<file path="src/rtl/wb_arbiter.sv">
// Writeback arbiter: picks ALU or LSU/divider result and drives the regfile write port.
// Latency: 1 cycle from accepted transfer to wb_* outputs and instret_o.
// Backpressure: ALU wins by default; a stalled LSU wins after STARVE_LIMIT stalled cycles.
//
// Ports:
//   clk, rst_n                      clock, asynchronous active-low reset
//   alu_valid_i/alu_ready_o + data  single-cycle ALU result channel (valid/ready)
//   lsu_valid_i/lsu_ready_o + data  long-latency LSU/divider result channel (valid/ready)
//   wb_rd_en_o/idx_o/wdata_o        registered register-file write port
//   instret_o                       64-bit retired-instruction count (wraps)
module wb_arbiter #(
    parameter int XLEN         = 32,
    parameter int IDX_W        = 5,
    parameter int STARVE_LIMIT = 4
) (
    input  logic             clk,
    input  logic             rst_n,
    input  logic             alu_valid_i,
    output logic             alu_ready_o,
    input  logic             alu_rd_we_i,
    input  logic [IDX_W-1:0] alu_rd_idx_i,
    input  logic [XLEN-1:0]  alu_wdata_i,
    input  logic             lsu_valid_i,
    output logic             lsu_ready_o,
    input  logic             lsu_rd_we_i,
    input  logic [IDX_W-1:0] lsu_rd_idx_i,
    input  logic [XLEN-1:0]  lsu_wdata_i,
    output logic             wb_rd_en_o,
    output logic [IDX_W-1:0] wb_rd_idx_o,
    output logic [XLEN-1:0]  wb_rd_wdata_o,
    output logic [63:0]      instret_o
);

    localparam logic [3:0] STARVE_LIM = 4'(STARVE_LIMIT);
    localparam logic [3:0] STARVE_SAT = 4'hF;

    logic [3:0]       starve_cnt_q, starve_cnt_d;
    logic             wb_rd_en_q, wb_rd_en_d;
    logic [IDX_W-1:0] wb_rd_idx_q, wb_rd_idx_d;
    logic [XLEN-1:0]  wb_rd_wdata_q, wb_rd_wdata_d;
    logic [63:0]      instret_q, instret_d;

    logic starve_hit;
    logic alu_xfer;
    logic lsu_xfer;

    // Readies depend only on valids and the starve counter, never on payload.
    assign starve_hit  = (starve_cnt_q >= STARVE_LIM);
    assign alu_ready_o = ~(lsu_valid_i & starve_hit);
    assign lsu_ready_o = ~alu_valid_i | starve_hit;

    // The ready equations guarantee these two are never high together.
    assign alu_xfer = alu_valid_i & alu_ready_o;
    assign lsu_xfer = lsu_valid_i & lsu_ready_o;

    always_comb begin
        starve_cnt_d  = '0;
        wb_rd_en_d    = 1'b0;
        wb_rd_idx_d   = wb_rd_idx_q;
        wb_rd_wdata_d = wb_rd_wdata_q;
        instret_d     = instret_q;

        // Counter only survives while the LSU is valid and being held off;
        // a grant or an idle LSU both return it to zero.
        if (lsu_valid_i && !lsu_ready_o) begin
            starve_cnt_d = (starve_cnt_q == STARVE_SAT) ? STARVE_SAT : starve_cnt_q + 4'd1;
        end

        if (alu_xfer) begin
            wb_rd_en_d    = alu_rd_we_i && (alu_rd_idx_i != '0);
            wb_rd_idx_d   = alu_rd_idx_i;
            wb_rd_wdata_d = alu_wdata_i;
            instret_d     = instret_q + 64'd1;
        end else if (lsu_xfer) begin
            wb_rd_en_d    = lsu_rd_we_i && (lsu_rd_idx_i != '0);
            wb_rd_idx_d   = lsu_rd_idx_i;
            wb_rd_wdata_d = lsu_wdata_i;
            instret_d     = instret_q + 64'd1;
        end
    end

    always_ff @(posedge clk or negedge rst_n) begin
        if (!rst_n) begin
            starve_cnt_q  <= '0;
            wb_rd_en_q    <= 1'b0;
            wb_rd_idx_q   <= '0;
            wb_rd_wdata_q <= '0;
            instret_q     <= '0;
        end else begin
            starve_cnt_q  <= starve_cnt_d;
            wb_rd_en_q    <= wb_rd_en_d;
            wb_rd_idx_q   <= wb_rd_idx_d;
            wb_rd_wdata_q <= wb_rd_wdata_d;
            instret_q     <= instret_d;
        end
    end

    assign wb_rd_en_o    = wb_rd_en_q;
    assign wb_rd_idx_o   = wb_rd_idx_q;
    assign wb_rd_wdata_o = wb_rd_wdata_q;
    assign instret_o     = instret_q;

endmodule

</file>
<file path="config.mk">
export PLATFORM = sky130hd
export DESIGN_NAME = wb_arbiter
export DESIGN_NICKNAME = d
export VERILOG_FILES = /design/src/rtl/wb_arbiter.sv
export SDC_FILE = /design/constraint.sdc
export NUM_CORES = 1
export LEC_CHECK = 0
export BUFFER_PORTS_ARGS = -buffer_cell sky130_fd_sc_hd__buf_2
export CAP_MARGIN = 0
export CORE_ASPECT_RATIO = 1.1
export CORE_MARGIN = 1
export CORE_UTILIZATION = 53
export CTS_CLUSTER_DIAMETER = 30
export DETAILED_ROUTE_END_ITERATION = 10
export GPL_TIMING_DRIVEN = 0
export PLACE_DENSITY = 0.86
export SYNTH_ARGS = -nofsm -noshare
export SYNTH_HDL_FRONTEND = slang
export SYNTH_SLANG_ARGS = --single-unit
</file>
<file path="constraint.sdc">
create_clock -name clk -period 3.8 [get_ports clk]
set_input_delay 0.38 -clock clk [delete_from_list [all_inputs] [get_ports clk]]
set_output_delay 0.38 -clock clk [all_outputs]
set_load 0.05 [all_outputs]
</file>
# == Word-level counts from Yosys, hierarchy flattened ==
# Index checks and enable logic that the tools add are counted.
# op_classes
n_addsub,2
order_cmp,1
n_eq_ne,1
n_mux,10
bitwise,6
n_reduce_logical,7
# op_table
cell,n
2-to-1 mux 64 bit,2
"adder 64 x 1 -> 64 bit, second input constant",1
2-to-1 mux 32 bit,2
2-to-1 mux 5 bit,2
nonzero test 5 bit,2
2-to-1 mux 4 bit,2
"adder 4 x 1 -> 4 bit, second input constant",1
"equality test 4 bit, second input constant",1
">= comparator 4 x 3 -> 1 bit, second input constant",1
AND 1 bit,3
logical AND 1 bit,3
2-to-1 mux 1 bit,2
inverter 1 bit,2
nonzero test 2 bit,1
logical NOT 1 bit,1
bitwise OR 1 bit,1
# word_totals
reg_bits,106
input_bits,80

# == Depth between registers and ports, before layout ==
# Gate-level depths: netlist of run 1.
# logic_depth
word_depth,5
mapped_depth,7
depth_no_buf,6

# == Worst setup path after synthesis of run 1 ==
# No wires, ideal clock.
# synth_timing
path_kind,reg2reg
start,register starve_cnt_q[2]
end,"register wb_rd_wdata_q[10], in the netlist wb_rd_wdata_o[10]"
setup_time_ns,0.066
arrival_time_ns,2.520
slack_ns,1.214
path_stages_with_launch,7
path_buffers,2
period_less_slack_ns,2.586
cell_sequence,dfrtp_1 o21ai_0 and2_1 clkbuf_1 buf_1 a222oi_1 inv_1
# synth_between
elab_chain_cells,5
# synth_rtl
element,line,rtl
start: declaration,37,"logic [3:0] starve_cnt_q, starve_cnt_d;"
start signal: assignment,90,starve_cnt_q <= starve_cnt_d;
>= comparator 4 x 3 -> 1 bit (*),48,assign starve_hit = (starve_cnt_q >= STARVE_LIM);
AND 1 bit (*),49,assign alu_ready_o = ~(lsu_valid_i & starve_hit);
inverter 1 bit (*),49,
named net alu_ready_o,19,"output logic alu_ready_o,"
AND 1 bit (*),53,assign alu_xfer = alu_valid_i & alu_ready_o;
2-to-1 mux 32 bit / nonzero test 2 bit (equally long branches),--,
end signal: assignment,93,wb_rd_wdata_q <= wb_rd_wdata_d;
end: declaration,40,"logic [XLEN-1:0] wb_rd_wdata_q, wb_rd_wdata_d;"
# Mark *: on every way through the listed nets, which the timed path passes. The rest lies on a longest branch.
# A chain may end at the register's enable or synchronous reset.

# == Worst setup path in the final report of run 1 ==
# layout_timing
start,"register instret_q[0], in the netlist instret_o[0]"
end,"register instret_q[34], in the netlist instret_o[34]"
# layout_between
elab_chain_cells,3
# layout_rtl
element,line,rtl
start: declaration,41,"logic [63:0] instret_q, instret_d;"
start signal: assignment,94,instret_q <= instret_d;
adder 64 x 1 -> 64 bit (*),"73, 78",
2-to-1 mux 64 bit,74,end else if (lsu_xfer) begin
2-to-1 mux 64 bit (*),69,if (alu_xfer) begin
# Mark *: on every way between the ends. The rest lies on a longest branch, timed or not. The select of a mux whose other input is x is not followed.

==> results.md, run 1 <==
- Buffers inserted to repair hold after CTS numbered 0.
- The share of total power dissipated in combinational logic is 0.240.
- The initial utilization of the core area, before any placement, comes to 0.557.
- The count of nets left with antenna violations after detail routing is 0.
- The number of buffer cells added on primary ports is 183.
- For this run, the register share of the synthesized area comes to 0.561.
- The cell count after synthesis is 426.
- The floorplan die height is 101 um.
- After synthesis, the most frequently instantiated cells are sky130_fd_sc_hd__dfrtp_1 (106), sky130_fd_sc_hd__inv_1 (48), sky130_fd_sc_hd__a222oi_1 (37), sky130_fd_sc_hd__xnor2_1 (34).
- The CTS root buffer is sky130_fd_sc_hd__clkbuf_8.
- The number of standard-cell rows in the floorplan is 35.
- Static timing analysis puts the maximum clock frequency at 431 MHz.
- The largest single stage delay on the critical path is 640 ps.
- The floorplan step defined a die boundary enclosing 9300 um2.
- By instance count, the leading cell after synthesis is sky130_fd_sc_hd__dfrtp_1.
- Across the run, the number of max-cap violations was 0.
- After clock tree synthesis, the repair step resized 0 gates.
- The later-pin clock latency in the skew report is 360 ps.
- The worst hold path belongs to the class primary input to asynchronous set/reset pin.
- In this run the tightest slew margin relative to its limit is 0.545.
- The initial antenna violation count is 0.
- The async set or reset register ratio after synthesis is 1.00.
- The clock-pin slew on the worst setup and hold paths is 110 ps.
- For this run the aggregate overflow at the end of global routing stands at 0.
- For this design, the slowest cell found on the critical path is sky130_fd_sc_hd__nor4_2.
- Setup repair after global routing left no endpoint under its margin.
- Walking the worst path, the cells encountered are ha_1 > nand3_1 > nor4_2 > nand3b_4 > buf_6 > nor3_1 > xor2_1.
- The fraction of power consumed by the clock network is 0.253.
- The remaining routing DRC violations is 1.
- The deepest clock path buffer count is 2.
- The core utilization of the finished layout is 0.705.
- The total I/O pin count is 184.
- The number of search-and-repair iterations in the first detailed-routing pass is 11.
- The number of post-CTS setup repair buffers is 0.
- For the final routed database, the setup TNS stands at 0 ps.
- The checks that failed: DRC.
- The area share of the largest cell type after synthesis is 0.561.
- At the pin with the least slew margin, the transition time is 677 ps.
- STA classifies the critical path startpoint as a flop.
- The post-detailed-routing wire length is 11800 um.
- The data required time of the critical path is 4080 ps.
- The maximum fanout along the worst path is 10.
- After detailed routing, the average wire length per cell comes to 16.1 um.
- The global-route wire length before repair is 19500 um.
- The final layout contains 703 nets.
- The setup slack of the critical path after layout is 1480 ps.
- Measured along the x axis, the die boundary spans 92.1 um.
- Ranked by total cell area, the synthesized netlist is headed by sky130_fd_sc_hd__dfrtp_1 (56%), sky130_fd_sc_hd__a222oi_1 (7.8%), sky130_fd_sc_hd__xnor2_1 (6.3%).
- The via count of the first global-routing pass came to 4075.
- The leakage power figure is 3.20 nW.
- After detailed routing, the number of vias per cell comes to 5.64.
- Yosys printed 0 warnings.
- The clock tree from TritonCTS is yes.
- Summing over every cut layer, the via total after detailed routing is 4159.
- The post-detailed-placement half-perimeter wirelength is 9080 um.
- The share of power burned in registers is 0.507.
- In this run, distinct cell masters in the synthesized netlist total 34.
- The count of state elements after synthesis is 106.
- The hold violation count in the final report is 0.
- The TritonCTS sink count is 106.
- The worst path in the final design needs a cycle of 2320 ps, including I/O delays and setup.
- The post-synthesis net count is 508.
- The global-route usage over all layers is 0.268.
- The setup slack at placement is 1510 ps.
- Final hold analysis gives a worst-case slack of 7.44 ps.
- The power density relative to cell area is 422 nW/um2.
- Setup violations remaining at the end of the flow were counted as 0.
- The ratio of final minimum period to clock period is 0.610.
- Summed over all nets, the switching power comes to 0.905 mW.
- Relative to the synthesized area, the layout overhead comes to 26.7%.
- The most used flip-flop cell after synthesis is sky130_fd_sc_hd__dfrtp_1.
- The core region is 8500 um2.
- The number of violations reported at the end of detailed-routing iteration 0 is 434.
- The share of layout cells above drive strength 1 is 0.342.
- Of the total power, the share spent switching nets is 0.358.
- The number of slew-limit violations in the final report came to 0.
- Entering global routing, the biggest net connects 61 pins.
- A synthesized cell averages 11.1 um2.
- The post-synthesis cell area is 4730 um2.
- The maximum resistive drop on vdd is 0.000553 V.
- Routability-driven placement finished with a final weighted congestion of 0.927.
- The number of flops mapped to enable cells by yosys is 0.
- Of all cell types, the one taking the most synthesized area is sky130_fd_sc_hd__dfrtp_1.
- The H-tree was split into 3 levels.
- The flow ran to the end, but the final reports show violations.
- The number of clock buffers inserted by TritonCTS is 9.
- The final setup skew is 16.7 ps.
- STA puts the critical path data arrival time at 2590 ps.
- The repair_antennas step left the layout with diodes totalling 0.
- The endpoint class of the critical path is a flop.
- The internal power summed over all cells is 1.62 mW.
- By startpoint and endpoint, the worst setup path is classified as flop to flop.
path summary, 6_finish.rpt:
kind,from,end,slack (ps),depth (start not counted)
worst max-delay path,instret_o[0],instret_o[34],1480,7
worst min-delay path,rst_n,wb_rd_idx_o[0],7,1
worst max register to register,instret_o[0],instret_o[34],1480,7
worst min register to register,starve_cnt_q[0],starve_cnt_q[0],440,1
max in group asynchronous,rst_n,instret_o[36],3080,2
min in group clk,lsu_wdata_i[17],wb_rd_wdata_o[17],240,3
flip-flops by register name (all words and copies together), names as in the netlist:
register	cells
wb_rd_idx_o	5
wb_rd_wdata_o	32
starve_cnt_q	4
wb_rd_en_o	1
instret_o	64
layer usage:
layer / vias to the layer above / track usage / wire length, um
met5: - / 0 / 0
li1: 1925 / - / -
met3: 31 / 0.0475 / 602
met2: 161 / 0.441 / 5890
met1: 2042 / 0.360 / 5030
met4: 0 / 0.0938 / 319
power by group through the flow:
stage | logic, mW | clock network, mW | registers (mW)
2_1_floorplan | 0.144 | 0 | 1.57
3_3_place_gp | 0.593 | 0 | 1.30
3_5_place_dp | 0.609 | 0 | 1.30
4_1_cts | 0.610 | 0.659 | 1.28
5_1_grt | 0.641 | 0.698 | 1.29
6_report | 0.606 | 0.640 | 1.28
layout by cell type, fill, tap and decap left out, types with 4 or more instances in the layout:
master | netlist | final
sky130_fd_sc_hd__nand4_1 | 16 | 16
sky130_fd_sc_hd__a222oi_1 | 37 | 37
sky130_fd_sc_hd__and3_1 | 4 | 4
sky130_fd_sc_hd__buf_2 | 1 | 183
sky130_fd_sc_hd__nor4_1 | 13 | 13
sky130_fd_sc_hd__nand2_1 | 28 | 28
sky130_fd_sc_hd__inv_1 | 48 | 48
sky130_fd_sc_hd__nand3_1 | 29 | 29
sky130_fd_sc_hd__nor3_1 | 18 | 18
sky130_fd_sc_hd__dfrtp_1 | 106 | 106
sky130_fd_sc_hd__nor2_1 | 22 | 22
sky130_fd_sc_hd__clkbuf_8 | 0 | 9
sky130_fd_sc_hd__xor2_1 | 29 | 29
sky130_fd_sc_hd__clkbuf_1 | 9 | 10
sky130_fd_sc_hd__xnor2_1 | 34 | 34
cell families (layout without fill, tap and decap cells):
family,Yosys count,count (layout),share of synthesized area
AOI/OAI and AO/OA,42,42,0.0860
other,1,1,0.000793
muxes,1,1,0.00238
buffers and inverters,62,262,0.0511
DFF,106,106,0.561
and+or+nand+nor,149,149,0.177
xor gates and xnor gates,63,63,0.117
adders and majority gates,2,2,0.00529
through the flow:
stage	instance area (um2)	std cells	power, mW
CTS	5990	737	2.55
finish	5990	737	2.53
global placement	5780	720	1.89
floorplan	4730	426	1.71
global route	5990	737	2.63
detailed placement	5810	721	1.91
layout make-up:
| class | instances | area [um2] |
|---|---|---|
| buffer | 14 | 61.3 |
| clock buffer | 10 | 128 |
| clock inverter | 6 | 51.3 |
| fill | 670 | 2500 |
| inverter | 48 | 180 |
| multi-input combinational | 258 | 1830 |
| sequential | 106 | 2650 |
| tap | 111 | 139 |
| timing repair buffer | 184 | 946 |
critical path: cells and delay by family, from the launching register on:
kind | cells | cell delay (ps)
flip-flops | 1 | 440
buffers and inverters | 1 | 190
AND/OR/NAND/NOR | 4 | 1220
XOR/XNOR | 1 | 170
adder cells (fa/ha/maj) | 1 | 220
No activity file was read; power rests on OpenSTA's default activity.
==> inputs of run 2 (changes only) <==
CORE_UTILIZATION = 49   (was 53)
PLACE_DENSITY = 0.8   (was 0.86)
clock period = 2.3 ns   (was 3.8 ns; I/O delays follow)
==> run 2 against run 1 <==
The flow now finishes without violations. Cell count is 0.81% higher. Highest routed layer unchanged. Register-to-register slack worse by 1300 ps. Largest power group unchanged. Global-route usage down 3.1 points. First-iteration DRC count down 39%. Worst hold slack gained 81 ps.
==> results.md, run 2 (same netlist as run 1, synthesis figures left out) <==
- The most critical setup path has its startpoint at instret_o[10].
- The library cells used most frequently in the layout, excluding fill and tap cells, are sky130_fd_sc_hd__buf_2 (182), sky130_fd_sc_hd__dfrtp_1 (105), sky130_fd_sc_hd__inv_1 (48).
- The flip-flop count of the largest register after layout is 64.
- The number of search-and-repair iterations in the first detailed-routing pass is 8.
- For this run the aggregate overflow at the end of global routing stands at 0.
- The starting density of the core is 0.506.
- The deepest clock path buffer count is 2.
- Setup repair after global routing could not meet its margin everywhere.
- The clock arrives with 14.6 ps of skew.
- For this design the top-level I/O count stands at 184.
- Max-cap violations in this run came to 0.
- The maximum resistive drop on vdd is 0.000412 V.
- The floorplan step defined a die boundary enclosing 10000 um2.
- The startpoint identified for the worst hold timing path is lsu_wdata_i[27].
- The H-tree depth is 3.
- The highest attainable clock frequency is 466 MHz.
- After the first detailed-routing iteration, the DRC count stood at 266.
- The count of cells in the finished layout, fillers not included, comes to 743.
- The sum of negative setup slack is 0 ps.
- In the routed design, unresolved DRC markers number 0.
- The clock tree from TritonCTS is yes.
- The global-route usage over all layers is 0.236.
- The floorplan die height is 105 um.
- After detailed routing, the average wire length per cell comes to 15.7 um.
- The class of the tightest hold or removal check is primary input to flop.
- The HPWL after detailed placement is 8810 um.
- The area of the core region is 9350 um2.
- The initial antenna violation count is 0.
- The via count of the first global-routing pass is 3879.
- The overall die width is 95.7 um.
- The number of standard-cell rows in the floorplan is 37.
- The ratio of final minimum period to clock period is 0.933.
- The total power is 4.25 mW.
- The count of fill cells added during filler insertion is 770.
- The later-pin clock latency in the skew report is 360 ps.
- Across all layers, the routed design uses 4079 vias.
- The most common library cell in the layout ignoring fill and taps is sky130_fd_sc_hd__buf_2.
- After detailed routing, the total wire length is 11700 um.
- The CTS root buffer is sky130_fd_sc_hd__clkbuf_8.
- The synthesis-to-layout area growth is 28.4%.
- The sort of element at the start of the critical path is a flop.
- Together, buffers and inverters on the worst path number 1.
- For the pin with the worst max-slew slack, the measured transition is 626 ps.
- The pin count of the biggest net entering global routing is 71.
- In the final design database the tool counted 704 nets.
- STA puts the critical path data required time at 2600 ps.
- The source of the worst register-to-register timing path is instret_o[10].
- The total of endpoints with negative setup slack in the final report is 0.
- The first global-routing pass estimated 18400 um of wire.
- In this design, the critical path's most frequently occurring cell is sky130_fd_sc_hd__nand3_1.
- The number of antenna repair diodes is 0.
- Using the TritonRoute via totals, the vias-per-cell ratio works out to 5.49.
- Of all nets on the critical path, the largest fanout is 10.
- Clock-pin slew was measured on the worst setup and hold paths at 100 ps.
- The power density relative to cell area is 700 nW/um2.
- The TritonCTS sink count is 106.
- The data arrival at the endpoint of the critical path is 2440 ps.
- By startpoint and endpoint, the worst setup path is classified as flop to flop.
- The cell total after placement is 727.
- The endpoint class of the critical path is a flop.
- The leakage power figure is 3.23 nW.
- The number of clock buffers inserted by TritonCTS is 9.
- The run finished with clean final reports.
- The count of nets left with antenna violations after detail routing is 0.
- The critical path goes through nand3_1 > nor4_4 > clkbuf_4 > nand3_1 > nor4_1 > xor2_1.
- The library cell contributing the largest single delay on the critical path is sky130_fd_sc_hd__dfrtp_1.
- The number of slew-limit violations in the final report came to 0.
- Port buffering added 183 buffers.
- The category of cells accounting for the largest share of critical-path delay is simple AND/OR/NAND/NOR gates.
- On the worst path, the slowest cell contributes a delay of 500 ps.
- The congestion estimate from routability-driven global placement came to 0.870.
- The hold violation count in the final report is 0.
- Headroom to the max-slew limit came out at 0.579.
- The share of layout cells above drive strength 1 is 0.351.
- The routed design could run at a clock period as short as 2150 ps.
[run 2: cell count changes in the layout (fill, tap and decap cells not counted), sizes merged]
cell         delta
bufinv          +1
dlygate4sd3     +1
buf             -1
clkbuf          +1
inv             -2
clkinv          +2
clkinvlp        -2
[run 2: layout make-up]
class / count / area (um2) / area share
buffer: 14 / 63.8 / 0.0105
clock buffer: 10 / 128 / 0.0210
clock inverter: 5 / 56.3 / 0.00928
inverter: 48 / 180 / 0.0297
multi-input combinational: 258 / 1890 / 0.311
sequential: 106 / 2650 / 0.437
tap: 117 / 146 / 0.0241
timing repair buffer: 185 / 956 / 0.157
[run 2: what timing repair did]
action                     in CTS  in global routing
setup endpoints to repair       3                 15
hold buffers                    1                  0
buffers inserted                0                  0
cloned                          0                  0
resized for setup               1                  7
hold endpoints to repair       36                  0
pin swaps                       0                  1
[run 2: per-layer routing]
metal,vias up,GRT usage,part of all wire
met5,-,0,0
met4,0,0.0661,0.014
met3,13,0.0597,0.076
met2,168,0.398,0.49
met1,1984,0.297,0.42
li1,1914,-,-
[run 2: path summary, 6_finish.rpt]
check                                    endpoint  slack, ps  cells after the start
worst max-delay path                instret_o[45]        150                      6
worst min-delay path            wb_rd_wdata_o[27]         90                      3
worst max register to register      instret_o[45]        150                      6
worst min register to register    starve_cnt_q[0]        460                      1
max in group asynchronous            instret_o[0]       1230                      3
min in group asynchronous           instret_o[34]        360                      2
[run 2: stage by stage]
step | cell area [um2] | hold WS, ps | util | setup slack, ps
floorplan | 4740 | -65.6 | - | 40.1
finish | 6070 | 88.6 | 0.649 | 155
detailed placement | 5830 | 225 | 0.623 | -16.6
global placement | 5800 | 418 | 0.620 | -338
global route | 6070 | 81.6 | 0.649 | -18.3
CTS | 6030 | 71.9 | 0.645 | 58.4
[run 2: worst register-to-register path: cells and delay by family (launching register included)]
kind,cells,cell delay [ps]
XOR/XNOR,1,180
buffers and inverters,1,290
flip-flops,1,500
AND/OR/NAND/NOR,4,1120
[run 2: where the power goes]
| group | switching [mW] | internal, mW | total (mW) |
|---|---|---|---|
| logic | 0.729 | 0.281 | 1.01 |
| clock network | 0.616 | 0.497 | 1.11 |
| registers | 0.128 | 2.00 | 2.12 |
| total | 1.47 | 2.77 | 4.25 |
